===== src/rtl/tlc_pkg.sv =====
// Shared encodings for the traffic-light controller monitor: lamp vectors,
// fault codes, FSM states and the per-direction lamp sequencing rules.
package tlc_pkg;

    localparam logic [2:0] LAMP_OFF = 3'b000;
    localparam logic [2:0] LAMP_G   = 3'b001;
    localparam logic [2:0] LAMP_Y   = 3'b010;
    localparam logic [2:0] LAMP_R   = 3'b100;

    typedef enum logic [1:0] {
        ST_INIT  = 2'b00,
        ST_RUN   = 2'b01,
        ST_FAULT = 2'b10
    } tlc_state_e;

    typedef enum logic [2:0] {
        FC_NONE      = 3'd0,
        FC_CONFLICT  = 3'd1,
        FC_INVALID   = 3'd2,
        FC_ILLEGAL   = 3'd3,
        FC_SHORT_YEL = 3'd4,
        FC_STUCK_YEL = 3'd5
    } tlc_fault_e;

    function automatic logic lamp_valid(input logic [2:0] v);
        return (v == LAMP_G) || (v == LAMP_Y) || (v == LAMP_R);
    endfunction

    // Only the forward G->Y->R->G sequence is allowed for one direction.
    function automatic logic step_legal(input logic [2:0] prev, input logic [2:0] cur);
        return ((prev == LAMP_G) && (cur == LAMP_Y)) ||
               ((prev == LAMP_Y) && (cur == LAMP_R)) ||
               ((prev == LAMP_R) && (cur == LAMP_G));
    endfunction

endpackage


===== src/rtl/tlc_lamp_filter.sv =====
// One direction's lamp front end: two-flop synchronizer, debounce into a
// stable vector, and a saturating count of cycles the stable vector is yellow.
module tlc_lamp_filter
    import tlc_pkg::*;
#(
    parameter int DEBOUNCE = 2
) (
    input  logic       clk,
    input  logic       rst_n,
    input  logic [2:0] i_lamp,
    output logic [2:0] o_stable,
    output logic [7:0] o_yel_cnt
);

    localparam logic [7:0] DB_L = 8'(DEBOUNCE);

    logic [2:0] r_sync1;
    logic [2:0] r_sync2;
    logic [2:0] r_cand;
    logic [2:0] r_stable;
    logic [7:0] r_cnt;
    logic [7:0] r_yel;
    logic       w_same;
    logic [7:0] w_cnt_nx;

    assign w_same = (r_sync2 == r_cand);

    // Run length of the current synchronized value, including this cycle.
    always_comb begin
        w_cnt_nx = 8'd1;
        if (w_same) begin
            w_cnt_nx = (r_cnt < DB_L) ? r_cnt + 8'd1 : r_cnt;
        end
    end

    always_ff @(posedge clk or negedge rst_n) begin
        if (!rst_n) begin
            r_sync1  <= LAMP_OFF;
            r_sync2  <= LAMP_OFF;
            r_cand   <= LAMP_OFF;
            r_stable <= LAMP_OFF;
            r_cnt    <= 8'd0;
            r_yel    <= 8'd0;
        end else begin
            r_sync1 <= i_lamp;
            r_sync2 <= r_sync1;
            r_cand  <= r_sync2;
            r_cnt   <= w_cnt_nx;
            if (w_cnt_nx >= DB_L) begin
                r_stable <= r_sync2;
            end
            if (r_stable == LAMP_Y) begin
                if (r_yel != 8'hFF) begin
                    r_yel <= r_yel + 8'd1;
                end
            end else begin
                r_yel <= 8'd0;
            end
        end
    end

    assign o_stable  = r_stable;
    assign o_yel_cnt = r_yel;

endmodule


===== src/rtl/tt_um_tlc_monitor.sv =====
// Traffic-light controller safety monitor: watches highway/farm lamp outputs,
// latches the first (lowest-coded) fault and commands flashing red until cleared.
module tt_um_tlc_monitor
    import tlc_pkg::*;
#(
    parameter int DEBOUNCE  = 2,
    parameter int MIN_YEL   = 3,
    parameter int MAX_YEL   = 20,
    parameter int FLASH_DIV = 4
) (
    input  logic       clk,
    input  logic       rst_n,
    input  logic       ena,
    input  logic [7:0] ui_in,
    output logic [7:0] uo_out,
    input  logic [7:0] uio_in,
    output logic [7:0] uio_out,
    output logic [7:0] uio_oe
);

    localparam logic [7:0] MIN_YEL_L  = 8'(MIN_YEL);
    localparam logic [7:0] MAX_YEL_L  = 8'(MAX_YEL);
    localparam logic [7:0] FLASH_LAST = 8'(FLASH_DIV - 1);

    logic [2:0] w_h_stable;
    logic [2:0] w_f_stable;
    logic [7:0] w_h_yel;
    logic [7:0] w_f_yel;
    logic       w_unused;

    logic [2:0] r_h_prev;
    logic [2:0] r_f_prev;
    logic       r_clr_s1;
    logic       r_clr_s2;
    logic       r_clr_d;
    tlc_state_e r_state;
    tlc_fault_e r_code;
    logic       r_flash;
    logic [7:0] r_fdiv;

    logic       w_conflict;
    logic       w_invalid;
    logic       w_illegal;
    logic       w_short;
    logic       w_stuck;
    logic       w_lamps_ok;
    logic       w_seen;
    logic       w_clr_rise;
    tlc_fault_e w_run_code;
    tlc_fault_e w_init_code;
    tlc_state_e w_nx_state;
    tlc_fault_e w_nx_code;
    logic       w_nx_flash;
    logic [7:0] w_nx_fdiv;

    assign w_unused = &{1'b0, ena, uio_in, ui_in[7]};

    tlc_lamp_filter #(.DEBOUNCE(DEBOUNCE)) u_hwy (
        .clk       (clk),
        .rst_n     (rst_n),
        .i_lamp    (ui_in[2:0]),
        .o_stable  (w_h_stable),
        .o_yel_cnt (w_h_yel)
    );

    tlc_lamp_filter #(.DEBOUNCE(DEBOUNCE)) u_farm (
        .clk       (clk),
        .rst_n     (rst_n),
        .i_lamp    (ui_in[5:3]),
        .o_stable  (w_f_stable),
        .o_yel_cnt (w_f_yel)
    );

    assign w_conflict = (w_h_stable != LAMP_R) && (w_f_stable != LAMP_R);
    assign w_invalid  = !lamp_valid(w_h_stable) || !lamp_valid(w_f_stable);
    assign w_illegal  = ((w_h_stable != r_h_prev) && !step_legal(r_h_prev, w_h_stable)) ||
                        ((w_f_stable != r_f_prev) && !step_legal(r_f_prev, w_f_stable));
    // The yellow count still holds the finished yellow run on the cycle red appears.
    assign w_short    = ((r_h_prev == LAMP_Y) && (w_h_stable == LAMP_R) && (w_h_yel < MIN_YEL_L)) ||
                        ((r_f_prev == LAMP_Y) && (w_f_stable == LAMP_R) && (w_f_yel < MIN_YEL_L));
    assign w_stuck    = ((w_h_stable == LAMP_Y) && (w_h_yel >= MAX_YEL_L)) ||
                        ((w_f_stable == LAMP_Y) && (w_f_yel >= MAX_YEL_L));
    assign w_lamps_ok = !w_invalid && !w_conflict;
    assign w_seen     = (w_h_stable != LAMP_OFF) && (w_f_stable != LAMP_OFF);
    assign w_clr_rise = r_clr_s2 && !r_clr_d;

    always_comb begin
        w_run_code  = FC_NONE;
        w_init_code = FC_NONE;
        if (w_conflict)     w_run_code = FC_CONFLICT;
        else if (w_invalid) w_run_code = FC_INVALID;
        else if (w_illegal) w_run_code = FC_ILLEGAL;
        else if (w_short)   w_run_code = FC_SHORT_YEL;
        else if (w_stuck)   w_run_code = FC_STUCK_YEL;
        // Before both directions have produced a debounced vector there is nothing to judge.
        if (w_seen) begin
            if (w_conflict)     w_init_code = FC_CONFLICT;
            else if (w_invalid) w_init_code = FC_INVALID;
        end
    end

    always_comb begin
        w_nx_state = r_state;
        w_nx_code  = r_code;
        w_nx_flash = r_flash;
        w_nx_fdiv  = r_fdiv;
        case (r_state)
            ST_INIT: begin
                if (w_init_code != FC_NONE) begin
                    w_nx_state = ST_FAULT;
                    w_nx_code  = w_init_code;
                    w_nx_flash = 1'b1;
                    w_nx_fdiv  = 8'd0;
                end else if (w_lamps_ok) begin
                    w_nx_state = ST_RUN;
                end
            end
            ST_RUN: begin
                if (w_run_code != FC_NONE) begin
                    w_nx_state = ST_FAULT;
                    w_nx_code  = w_run_code;
                    w_nx_flash = 1'b1;
                    w_nx_fdiv  = 8'd0;
                end
            end
            ST_FAULT: begin
                if (w_clr_rise && w_lamps_ok) begin
                    w_nx_state = ST_INIT;
                    w_nx_code  = FC_NONE;
                    w_nx_flash = 1'b0;
                    w_nx_fdiv  = 8'd0;
                end else if (r_fdiv == FLASH_LAST) begin
                    w_nx_fdiv  = 8'd0;
                    w_nx_flash = !r_flash;
                end else begin
                    w_nx_fdiv = r_fdiv + 8'd1;
                end
            end
            default: w_nx_state = ST_INIT;
        endcase
    end

    always_ff @(posedge clk or negedge rst_n) begin
        if (!rst_n) begin
            r_h_prev <= LAMP_OFF;
            r_f_prev <= LAMP_OFF;
            r_clr_s1 <= 1'b0;
            r_clr_s2 <= 1'b0;
            r_clr_d  <= 1'b0;
            r_state  <= ST_INIT;
            r_code   <= FC_NONE;
            r_flash  <= 1'b0;
            r_fdiv   <= 8'd0;
        end else begin
            r_h_prev <= w_h_stable;
            r_f_prev <= w_f_stable;
            r_clr_s1 <= ui_in[6];
            r_clr_s2 <= r_clr_s1;
            r_clr_d  <= r_clr_s2;
            r_state  <= w_nx_state;
            r_code   <= w_nx_code;
            r_flash  <= w_nx_flash;
            r_fdiv   <= w_nx_fdiv;
        end
    end

    assign uo_out  = {1'b0, r_state, r_code, r_flash, (r_state == ST_FAULT)};
    assign uio_out = 8'h00;
    assign uio_oe  = 8'h00;

endmodule


===== config.mk =====
export PLATFORM = sky130hd
export DESIGN_NAME = tt_um_tlc_monitor
export DESIGN_NICKNAME = d
export VERILOG_FILES = /design/src/rtl/tlc_pkg.sv /design/src/rtl/tlc_lamp_filter.sv /design/src/rtl/tt_um_tlc_monitor.sv
export SDC_FILE = /design/constraint.sdc
export NUM_CORES = 1
export LEC_CHECK = 0
export ABC_AREA = 1
export CORE_UTILIZATION = 50
export CTS_CLUSTER_DIAMETER = 30
export CTS_CLUSTER_SIZE = 40
export DETAILED_ROUTE_END_ITERATION = 7
export GPL_ROUTABILITY_DRIVEN = 0
export HOLD_SLACK_MARGIN = 0.12
export PLACE_DENSITY = 0.72
export RECOVER_POWER = 25
export SLEW_MARGIN = 10
export SYNTH_ARGS = -nofsm -noshare
export SYNTH_HDL_FRONTEND = slang
export SYNTH_SLANG_ARGS = --single-unit

===== constraint.sdc =====
create_clock -name clk -period 2.6 [get_ports clk]
set_input_delay 0.26 -clock clk [delete_from_list [all_inputs] [get_ports clk]]
set_output_delay 0.26 -clock clk [all_outputs]
set_load 0.01 [all_outputs]

==> metrics.cfg <==
[setup_path]
crit_chain=inv_1 > nand3_1 > nand3_1 > nand2_2 > inv_2 > nand2_4 > inv_2 > nand2_2 > nand2_2 > nor2_4 > inv_2 > nor2_1 > nand2_1 > o21ai_1
reg2reg_depth=14
cp_top_family=simple AND/OR/NAND/NOR gates
worstSetupEndpointType=flip-flop
worstPathRequired_ns=2.89
cp_num_buf_inv=4
worstSetupPathType=flip-flop to flip-flop
r2r_start=u_farm.o_stable[2]$_DFFE_PN0P_
r2r_end=r_fdiv[3]$_DFFE_PN0P_
reg2reg_slack_ns=0.55
slowest_stage=dfrtp_1
cp-start-kind=flip-flop
crit_fanout=8
cp_data_arrival_time_ns=2.34
cpPeakStageDelay_ns=0.61

[timing]
rsz0062_at_grt=false
maxSlewViolCount=0
hold_viol=0
worstMarginPinSlew_ns=0.9606
period_share_pct=78.80
period_minus_slack_ns=2.049
finalClockSkew_ns=0.01156
relSlewSlack_pct=35.96
setup_violations=0
hold-worst-slack_ns=0.3494
setup-tns-final_ns=0
fmaxAchievable_mhz=488.1

[clock_network]
cts_root_buf=clkbuf_8
cts_inserted_buffers=9
clk_path_buf_depth=2
path_clk_slew_ns=0.09
h-tree-depth=3
cts_tree=built
clk_latency_ns=0.36
cts.sinks=79

[power]
powerDensity_mw_per_mm2=911.2
p_leak_uw=0.002192
pwr-share-seq_pct=39.2
power.internal_uw=2419
power_uw=4102
ir_drop_mv=0.4718
p_clk_share_pct=23.7
power_switching_uw=1683
p_comb_share_pct=37.1
sw_frac_of_total_pct=41.03

[global_route]
grt_pass1_vias=2950
grt_overflow_total=0
grt_max_degree=80
met3_usage_pct=5.419
groute.usage.overall_pct=17.96
antenna_found_initial=0
grtUsageMet1_pct=21.62
grt_pass1_wl_um=12280
use_met2_pct=30.19
top_usage_layer=met2

[synthesis]
synth_area_leader_cell=dfrtp_1
syn_area_per_cell_um2=8.525
synth-seq-cells=79
ys_seq_area_share_pct=48.01
yosysTopAreaCellShare_pct=48.01
syn_inst=483
synth_area_mm2=0.004118
synth_warnings=0
ys_top_cells_by_area=dfrtp_1, nand2_1, inv_1
ys_types=37

[floorplanning]
io_pins=43
die_area_mm2=0.008603
row_count=32
core_mm2=0.007848
initial_core_util_pct=52.47
die_x_um=92.75
fp.dieH_um=92.75

[job]
drv_cap=0

[finish]
final_cell_mix=nand2_1, dfrtp_1, inv_1, nor2_1, nand3_1
n_antenna_cell=0
drive_gt1_share_pct=12.72
nets=536
layout.cells.most_common=nand2_1
area_growth_pct=9.329

[drt]
dr.pass1.iters=4
avgRoutedWirePerCell_um=11.02
vias=3022
drc=0
totalWireLength_um=6753
initialDrtViolationCount=91
via_per_inst=4.930
ant_nets=0

[hold_path]
hold_path_class=flip-flop to flip-flop
holdPathEnd=r_clr_s2$_DFF_PN0_
whs_path_depth=0
hp-start=r_clr_s1$_DFF_PN0_

[outcome]
outcome=finished, final reports clean

[place]
hpwl_um=4880
portBuffers=15

kinds of logic after synthesis:
group | Yosys count | share of synthesized area (%)
buffers and inverters | 97 | 11.12
and+or+nand+nor | 237 | 27.89
xor gates and xnor gates | 14 | 2.978
DFF | 79 | 48.01
other | 1 | 0.09107
AOI/OAI and AO/OA | 44 | 6.563
adders and majority gates | 11 | 3.342
cells in the mapped netlist:
library cell	n
xor2_1	1
or2_2	1
a22oi_1	2
o21ai_2	6
nor2_1	53
o21ai_1	1
nor2_4	3
nand3_1	44
nand3_2	4
nand2_4	3
xnor2_1	13
o21ai_0	15
nor4_1	6
inv_1	67
nand2_1	85
nand2_2	15
nor3_1	5
a2bb2oi_1	1
a31oi_1	3
buf_6	1
nand3_4	1
dfrtp_1	79
buf_12	1
ha_1	11
inv_4	1
a21oi_1	10
buf_4	18
a211oi_1	2
nand3b_1	2
nand4_1	10
o31ai_1	2
nor2_8	1
o22ai_1	1
nor2_2	4
conb_1	1
a21oi_2	1
inv_2	9
how the worst max path moves through the flow:
stage	from	end	slack, ns	depth (start not counted)
2_1_floorplan	u_farm.o_stable[2]$_DFFE_PN0P_	r_fdiv[6]$_DFFE_PN0P_	0.86	16
3_3_place_gp	u_farm.o_stable[2]$_DFFE_PN0P_	r_fdiv[3]$_DFFE_PN0P_	0.63	14
3_5_place_dp	u_farm.o_stable[2]$_DFFE_PN0P_	r_fdiv[3]$_DFFE_PN0P_	0.58	14
4_1_cts	u_farm.o_stable[2]$_DFFE_PN0P_	r_fdiv[3]$_DFFE_PN0P_	0.55	14
5_1_grt	u_farm.o_stable[2]$_DFFE_PN0P_	r_fdiv[3]$_DFFE_PN0P_	0.33	14
6_report	u_farm.o_stable[2]$_DFFE_PN0P_	r_fdiv[3]$_DFFE_PN0P_	0.55	14
metal layers:
layer	vias to the layer above	routed length (um)
met4	0	110
met5	-	0
met3	13	218
met1	1414	3087
li1	1552	-
met2	43	3337
state kept, by name, summed over array words and instances, names as in the netlist:
signal and cells:
r_fdiv 8, r_flash 1, r_code 3, r_h_prev 3, u_farm.r_cand 3, u_hwy.r_cnt 8, u_farm.r_sync2 3, r_clr_s1 1
u_hwy.o_stable 3, u_farm.o_yel_cnt 8, u_hwy.r_sync1 3, u_hwy.o_yel_cnt 8, u_farm.r_sync1 3, u_hwy.r_sync2 3, u_hwy.r_cand 3, u_farm.o_stable 3
u_farm.r_cnt 8, r_state 2, r_f_prev 3, r_clr_s2 1, r_clr_d 1
timing repair:
| action | in CTS | in global routing |
|---|---|---|
| resized for setup | 0 | 0 |
| setup buffers | 0 | 0 |
| hold buffers | 1 | 0 |
| endpoints found under the hold margin | 79 | 0 |
power groups by stage:
stage          clock network [uW]  registers (uW)  logic, uW
2_1_floorplan                   0            1580       1320
3_3_place_gp                    0            1620       1480
3_5_place_dp                    0            1640       1530
4_1_cts                      1000            1610       1530
5_1_grt                      1050            1640       1740
6_report                      971            1610       1520
area by class of cell:
cell class	count	area, um2
inverter	77	291.5
sequential	79	1977
timing repair buffer	16	157.7
multi-input combinational	323	1738
tap	102	127.6
clock inverter	7	86.33
fill	695	3346
clock buffer	9	123.9
metrics by stage:
| stage | setup slack, ns | area, um2 | instances | util [%] |
|---|---|---|---|---|
| after floorplan | 0.8645 | 4178 | 499 | - |
| after global placement | 0.6300 | 4287 | 596 | 54.62 |
| after detailed placement | 0.5788 | 4287 | 596 | 54.62 |
| after CTS | 0.5512 | 4507 | 613 | 57.43 |
| after global routing | 0.3350 | 4502 | 613 | 57.37 |
| final | 0.5511 | 4502 | 613 | 57.37 |
worst register-to-register path, stage by stage (launching register included):
cell	delay (ns)
dfrtp_1	0.61
inv_1	0.12
nand3_1	0.19
nand3_1	0.11
nand2_2	0.09
inv_2	0.06
nand2_4	0.07
inv_2	0.05
nand2_2	0.08
nand2_2	0.14
nor2_4	0.18
inv_2	0.08
nor2_1	0.09
nand2_1	0.05
o21ai_1	0.07
(Power assumes the default switching activity.)
